===== config.mk =====
export PLATFORM = sky130hd
export DESIGN_NAME = hs_npu_mem_streamer
export DESIGN_NICKNAME = d
export VERILOG_FILES = /design/src/rtl/hs_npu_mem_streamer.sv
export SDC_FILE = /design/constraint.sdc
export NUM_CORES = 1
export LEC_CHECK = 0
export CAP_MARGIN = 20
export CORE_MARGIN = 5
export CORE_UTILIZATION = 50
export DETAILED_ROUTE_END_ITERATION = 10
export GPL_ROUTABILITY_DRIVEN = 0
export GPL_TIMING_DRIVEN = 1
export HOLD_SLACK_MARGIN = 0.03
export PLACE_DENSITY = 0.9
export SYNTH_ARGS = -nofsm -noshare
export SYNTH_HDL_FRONTEND = slang
export SYNTH_SLANG_ARGS = --single-unit

===== constraint.sdc =====
create_clock -name clk -period 7.02 [get_ports clk]
set_input_delay 1.404 -clock clk [delete_from_list [all_inputs] [get_ports clk]]
set_output_delay 1.404 -clock clk [all_outputs]
set_load 0.02 [all_outputs]

===== src/rtl/hs_npu_mem_streamer.sv =====
// Streams INT8/INT16 rows from a beat-oriented memory read port into lane-unpacked rows.
// Each row is sign-extended to ELEM_W per lane. Up to MAX_OUTSTANDING reads can be in flight.
module hs_npu_mem_streamer #(
    parameter int SIZE            = 8,
    parameter int ELEM_W          = 16,
    parameter int MAX_OUTSTANDING = 4
) (
    input  logic                     clk,
    input  logic                     rst,
    input  logic                     cfg_valid,
    output logic                     cfg_ready,
    input  logic [31:0]              cfg_base_addr,
    input  logic [15:0]              cfg_rows,
    input  logic                     cfg_elem16,
    input  logic [1:0]               cfg_dest,
    input  logic                     abort,
    output logic                     mem_req_valid,
    input  logic                     mem_req_ready,
    output logic [31:0]              mem_req_addr,
    input  logic                     mem_rsp_valid,
    output logic                     mem_rsp_ready,
    input  logic [32*(SIZE/4)-1:0]   mem_rsp_data,
    output logic                     out_valid,
    input  logic                     out_ready,
    output logic [SIZE*ELEM_W-1:0]   out_data,
    output logic [1:0]               out_dest,
    output logic                     out_last,
    output logic                     busy,
    output logic                     done
);
    localparam int LINE_WORDS = SIZE / 4;
    localparam int HALF       = SIZE / 2;
    localparam int ROW_W      = SIZE * ELEM_W;
    localparam int OUT_W      = $clog2(MAX_OUTSTANDING + 1);
    localparam logic [31:0] BEAT_BYTES = 32'(4 * LINE_WORDS);

    typedef enum logic [1:0] {ST_IDLE, ST_STREAM, ST_FLUSH} state_t;

    state_t                  r_state;
    logic [31:0]             r_req_addr;
    logic [15:0]             r_rows;
    logic [15:0]             r_row_cnt;
    logic                    r_elem16;
    logic [1:0]              r_dest;
    logic [16:0]             r_total;
    logic [16:0]             r_req_cnt;
    logic [OUT_W-1:0]        r_outstanding;
    logic                    r_half_valid;
    logic [HALF*ELEM_W-1:0]  r_half;
    logic                    r_out_valid;
    logic                    r_out_last;
    logic                    r_done;
    logic [ROW_W-1:0]        r_out_data;

    logic                    w_req_hs;
    logic                    w_rsp_hs;
    logic                    w_out_hs;
    logic                    w_cfg_hs;
    logic                    w_dec;
    logic [OUT_W-1:0]        w_outstanding_nxt;
    logic [ROW_W-1:0]        w_row8;
    logic [HALF*ELEM_W-1:0]  w_beat16;

    assign cfg_ready     = (r_state == ST_IDLE) && !rst;
    assign mem_req_valid = (r_state == ST_STREAM) && (r_req_cnt < r_total) &&
                           (r_outstanding < OUT_W'(MAX_OUTSTANDING));
    assign mem_req_addr  = r_req_addr;
    assign mem_rsp_ready = (r_state == ST_STREAM) ? (!r_out_valid || out_ready)
                                                  : (r_state == ST_FLUSH);
    assign out_valid     = r_out_valid;
    assign out_data      = r_out_data;
    assign out_dest      = r_dest;
    assign out_last      = r_out_last;
    assign busy          = (r_state != ST_IDLE);
    assign done          = r_done;

    assign w_req_hs = mem_req_valid && mem_req_ready;
    assign w_rsp_hs = mem_rsp_valid && mem_rsp_ready;
    assign w_out_hs = r_out_valid && out_ready;
    assign w_cfg_hs = cfg_valid && cfg_ready;
    // A response with nothing outstanding is a protocol error; never underflow.
    assign w_dec    = w_rsp_hs && (r_outstanding != '0);

    always_comb begin
        w_outstanding_nxt = r_outstanding;
        if (w_req_hs && !w_dec)
            w_outstanding_nxt = r_outstanding + OUT_W'(1);
        else if (!w_req_hs && w_dec)
            w_outstanding_nxt = r_outstanding - OUT_W'(1);
    end

    always_comb begin
        w_row8   = '0;
        w_beat16 = '0;
        for (int unsigned k = 0; k < SIZE; k++)
            w_row8[k*ELEM_W +: ELEM_W] = ELEM_W'($signed(mem_rsp_data[8*k +: 8]));
        for (int unsigned j = 0; j < HALF; j++)
            w_beat16[j*ELEM_W +: ELEM_W] = ELEM_W'($signed(mem_rsp_data[16*j +: 16]));
    end

    always_ff @(posedge clk) begin
        if (rst) begin
            r_state       <= ST_IDLE;
            r_req_addr    <= '0;
            r_rows        <= '0;
            r_row_cnt     <= '0;
            r_elem16      <= 1'b0;
            r_dest        <= '0;
            r_total       <= '0;
            r_req_cnt     <= '0;
            r_outstanding <= '0;
            r_half_valid  <= 1'b0;
            r_half        <= '0;
            r_out_valid   <= 1'b0;
            r_out_last    <= 1'b0;
            r_out_data    <= '0;
            r_done        <= 1'b0;
        end else begin
            r_done        <= 1'b0;
            r_outstanding <= w_outstanding_nxt;
            if (w_out_hs)
                r_out_valid <= 1'b0;
            if (w_req_hs) begin
                r_req_addr <= r_req_addr + BEAT_BYTES;
                r_req_cnt  <= r_req_cnt + 17'd1;
            end
            case (r_state)
                ST_IDLE: begin
                    if (w_cfg_hs) begin
                        r_req_addr   <= cfg_base_addr;
                        r_rows       <= cfg_rows;
                        r_elem16     <= cfg_elem16;
                        r_dest       <= cfg_dest;
                        r_total      <= cfg_elem16 ? {cfg_rows, 1'b0} : {1'b0, cfg_rows};
                        r_req_cnt    <= '0;
                        r_row_cnt    <= '0;
                        r_half_valid <= 1'b0;
                        if (cfg_rows == '0)
                            r_done  <= 1'b1;
                        else
                            r_state <= ST_STREAM;
                    end
                end
                ST_STREAM: begin
                    if (abort) begin
                        r_out_valid  <= 1'b0;
                        r_half_valid <= 1'b0;
                        r_state      <= (w_outstanding_nxt == '0) ? ST_IDLE : ST_FLUSH;
                    end else begin
                        if (w_out_hs && r_out_last) begin
                            r_state <= ST_IDLE;
                            r_done  <= 1'b1;
                        end
                        if (w_rsp_hs) begin
                            if (r_elem16 && !r_half_valid) begin
                                r_half       <= w_beat16;
                                r_half_valid <= 1'b1;
                            end else begin
                                r_half_valid <= 1'b0;
                                r_out_valid  <= 1'b1;
                                r_out_data   <= r_elem16 ? {w_beat16, r_half} : w_row8;
                                r_out_last   <= (r_row_cnt == r_rows - 16'd1);
                                r_row_cnt    <= r_row_cnt + 16'd1;
                            end
                        end
                    end
                end
                ST_FLUSH: begin
                    if (w_outstanding_nxt == '0)
                        r_state <= ST_IDLE;
                end
                default: r_state <= ST_IDLE;
            endcase
        end
    end
endmodule


==> out/results.env <==
DOMINANTREGCELLSYNTH='dfxtp_1'
SYNTH_ENABLE_FLOP_CELLS=0
CRITICAL_PATH_REQUIRED_NS=5.62
WORST_PATH_MAX_FANOUT=6
POWER_PER_CELL_AREA_nW_PER_UM2=239.1
GR-USAGE-ALL-LAYERS_PCT=24.80
SYNTH_XOR_XNOR_AREA_SHARE_PCT=3.975
SYNTH_TOP_CELL_BY_AREA='dfxtp_1'
INSTANCE_COUNT_ALONG_THE_MOST_CRITICAL_HOLD_PATH=2
IO_PINS=291
ENDPOINT_KIND='primary output'
MAX_CAP_VIOLATIONS=0
POST_SYNTH_INST_COUNT=1600
PATH_CLASS='reg2out'
GRT_ANTENNA_BEFORE_REPAIR=0
DOMINANT_COMBINATIONAL_CELL_FAMILY_BY_AREA_AFTER_SYNTHESIS='simple AND/OR/NAND/NOR gates'
DRC_VIOLATIONS=0
SLEW_HEADROOM_PCT=2.756
GR-TOTAL-OVERFLOW=0
POST_SYNTH_INSTANCE_AREA_UM2=13440
YS_SEQ_AREA_SHARE_PCT=44.98
POST_CTS.REPAIR.SETUP_BUFFERS=0
FINALCLOCKSKEW_NS=0.01336
FINAL_MAX_SLEW_VIOL_COUNT=0
SETUP_VIOLATIONS=0
DRT_FIRST_ITER_VIOLATIONS=1134
HPWL_MM=27.04
SYNTH.MUX.AREA_FRACTION_PCT=5.734
SYNTH_TOP_CELLS_BY_AREA='dfxtp_1 45%, a211oi_1 8.5%, a21oi_1 5.9%'
LARGEST_NET_DEGREE_AT_THE_START_OF_GLOBAL_ROUTING=260
CTS_HOLD_BUF=0
HOLD_VIOL_FINAL=0
YOSYSWARNINGS=0
FP.DIEAREA_UM2=30260
IRDROPWORSTVDD_mV=0.1770
SYNTH_ADDER_AREA_SHARE_PCT=2.215
REG2REG_PATH_DEPTH=9
GRT_PASS1_VIAS=12110
SYN_AVG_CELL_AREA_UM2=8.401
CHIPHEIGHT_UM=174.0
PORT_BUFFERS=290
MAX-CLOCK-PATH-BUFFERS=3
SINK_COUNT=302
CP_DATA_ARRIVAL_TIME_NS=3.07
H-TREE-DEPTH=1
FP.COREAREA_UM2=26730
PERIOD_SHARE_PCT=63.72
CTS-BUFFERS-INSERTED=31
DPL-INSTANCE-AREA_UM2=16380
FIN_NETS=1951
FIRST_PASS_ITERS=5
NFILLCELLS=2084
DRIVE_ABOVE_1_SHARE_PCT=4.811
GRT_PASS1_WL_MM=63.16
DIEWIDTH_UM=174.0
ROWS=60
SYNTH_TOP_CELL_AREA_SHARE_PCT=44.98
CLOCK_TRANSITION_TIME_AT_THE_FLIP_FLOP_CLOCK_PINS_OF_THE_WORST_SETUP_AND_HOLD_PATHS_NS=0.06
AREA_GROWTH_FROM_SYNTHESIS_TO_LAYOUT_PCT=29.89
SYNTH_FP_NETS=1745
FMAXACHIEVABLE_MHz=223.6
FINAL-INSTANCE-COUNT-EXCL-FILL=2171
POST_DRT_VIA_CELL_RATIO=5.768
STATUS='finished clean'
FINALCRITICALPERIOD_NS=4.473
HOLD_CLASS='reg2reg'
POWER.TOTAL_mW=4.174
COMPOUND_CELL_AREA_SHARE_OF_THE_YOSYS_NETLIST_PCT=18.52
DP.CELLS=2114
YS_FF_LATCH=302
DRT_WL_TOTAL_MM=39.68
SYNTHDISTINCTLIBCELLS=57
TRITONCTS='built'
FINAL_INSTANCE_AREA_UM2=17460
CTS_ROOT_BUFFER='clkbuf_16'
CLK_LATENCY_NS=0.57
SETUP_TOTAL_NEGATIVE_SLACK_NS=0
ROUTE.DETAILED.WL_PER_INST_UM=18.28
INITIAL_CORE_UTIL_PCT=50.29
POST-ROUTE-UTIL_PCT=65.33
DR_TOTAL_VIAS=12520
RSZ0062_AT_GRT='false'
STARTPOINT_TYPE='flop'
SYNTHARSTFLOPSHARE_PCT=0
LEAKAGE_nW=5.917
SYNTH_SIMPLE_GATE_AREA_SHARE_PCT=19.77
WORST_MARGIN_SLEW_NS=1.459
CTS.REPAIR.RESIZED=0
POSTROUTEANTENNANETS=0
## through the flow
step | hold slack (ns) | setup WS (ns)
2_1_floorplan | 0.4360 | 3.778
3_3_place_gp | 0.4411 | 2.782
3_5_place_dp | 0.4467 | 2.785
4_1_cts | 0.4554 | 2.552
5_1_grt | 0.4760 | 2.391
6_report | 0.4562 | 2.547
## worst paths after layout
| path | start | endpoint | slack, ns |
|---|---|---|---|
| worst max-delay path | r_total[16] | mem_req_valid | 2.55 |
| worst min-delay path | r_half[3] | r_half[3] | 0.46 |
| worst max register to register | r_total[16] | r_state[1] | 3.87 |
| worst min register to register | r_half[3] | r_half[3] | 0.46 |
## metal layers
metal,track usage [%],part of all wire [%]
met4,12.24,5.0
met1,31.68,41
met2,40.35,47
met5,0,0
met3,4.763,7.3
## cells in the mapped netlist, types with 3 or more instances
| cell type | instances |
|---|---|
| a31oi_1 | 5 |
| o31ai_1 | 4 |
| a21oi_1 | 159 |
| and3_1 | 7 |
| a211oi_1 | 152 |
| nor2b_1 | 13 |
| and2_1 | 4 |
| o211ai_1 | 3 |
| buf_2 | 3 |
| nor2_1 | 205 |
| dfxtp_1 | 302 |
| nand3_1 | 17 |
| nand2_1 | 205 |
| nor4_1 | 10 |
| clkbuf_1 | 106 |
| xnor2_1 | 35 |
| nor3_1 | 10 |
| nand4_1 | 11 |
| nand2b_1 | 9 |
| and4_1 | 4 |
| ha_1 | 23 |
| or3_1 | 38 |
| inv_1 | 41 |
| nand3b_1 | 21 |
| o21ai_0 | 32 |
| buf_1 | 14 |
| nor3_2 | 9 |
| mux2i_1 | 77 |
| o21ai_1 | 11 |
| a311oi_1 | 10 |
| xor2_1 | 26 |
## critical path: stages, from the launching register on
cell and delay [ns]:
dfxtp_1 0.31, inv_1 0.06, ha_1 0.33, a211oi_1 0.26, o211ai_1 0.15, a41oi_1 0.57, or2_2 0.22, clkdlybuf4s50_1 0.61
## power breakdown
group          switching, mW  leakage, nW  internal [mW]
registers             0.0638         2.45           1.78
logic                  0.332         2.93          0.275
clock network          0.691        0.530           1.03
## area by class of cell
type | count | area (um2) | share of cell area [%]
Multi-Input combinational cell | 1131 | 6764 | 38.74
Sequential cell | 302 | 6050 | 34.65
Timing Repair Buffer | 299 | 2987 | 17.11
Clock buffer | 44 | 894.6 | 5.124
Tap cell | 341 | 426.7 | 2.444
Clock inverter | 12 | 181.4 | 1.039
Inverter | 41 | 153.9 | 0.8815
Antenna cell | 1 | 2.502 | 0.01433
## layout by cell type, fill, tap and decap left out, types with 8 or more instances in the layout
cell             synthesis  final
a211oi_1               152    152
a21oi_1                159    159
a311oi_1                10     10
buf_4                    2      8
clkbuf_16                0     31
clkbuf_8                 0      8
clkdlybuf4s50_1          0    289
dfxtp_1                302    301
ha_1                    23     23
inv_1                   41     41
mux2i_1                 77     77
nand2_1                205    204
nand2b_1                 9      9
nand3_1                 17     17
nand3b_1                21     21
nand4_1                 11     11
nor2_1                 205    205
nor2b_1                 13     13
nor3_1                  10      8
nor3_2                   9     11
nor4_1                  10     10
o21ai_0                 32     32
o21ai_1                 11     11
or3_1                   38     37
xnor2_1                 35     35
xor2_1                  26     26
## state kept, by name, summed over array words and instances (netlist names)
| register | flops |
|---|---|
| out_data | 128 |
| r_half | 64 |
| mem_req_addr | 32 |
| r_req_cnt | 17 |
| r_total | 17 |
| r_row_cnt | 16 |
| r_rows | 16 |
| r_outstanding | 3 |
| out_dest | 2 |
| r_state | 2 |
| done | 1 |
| out_last | 1 |
| out_valid | 1 |
| r_elem16 | 1 |
| r_half_valid | 1 |
## logic make-up after synthesis
kind of cell	after synthesis
AOI/OAI and AO/OA	393
muxes	77
buffers and inverters	167
adders and majority gates	24
DFF	302
xor gates and xnor gates	61
and+or+nand+nor	576
No activity file was read; power rests on OpenSTA's default activity.
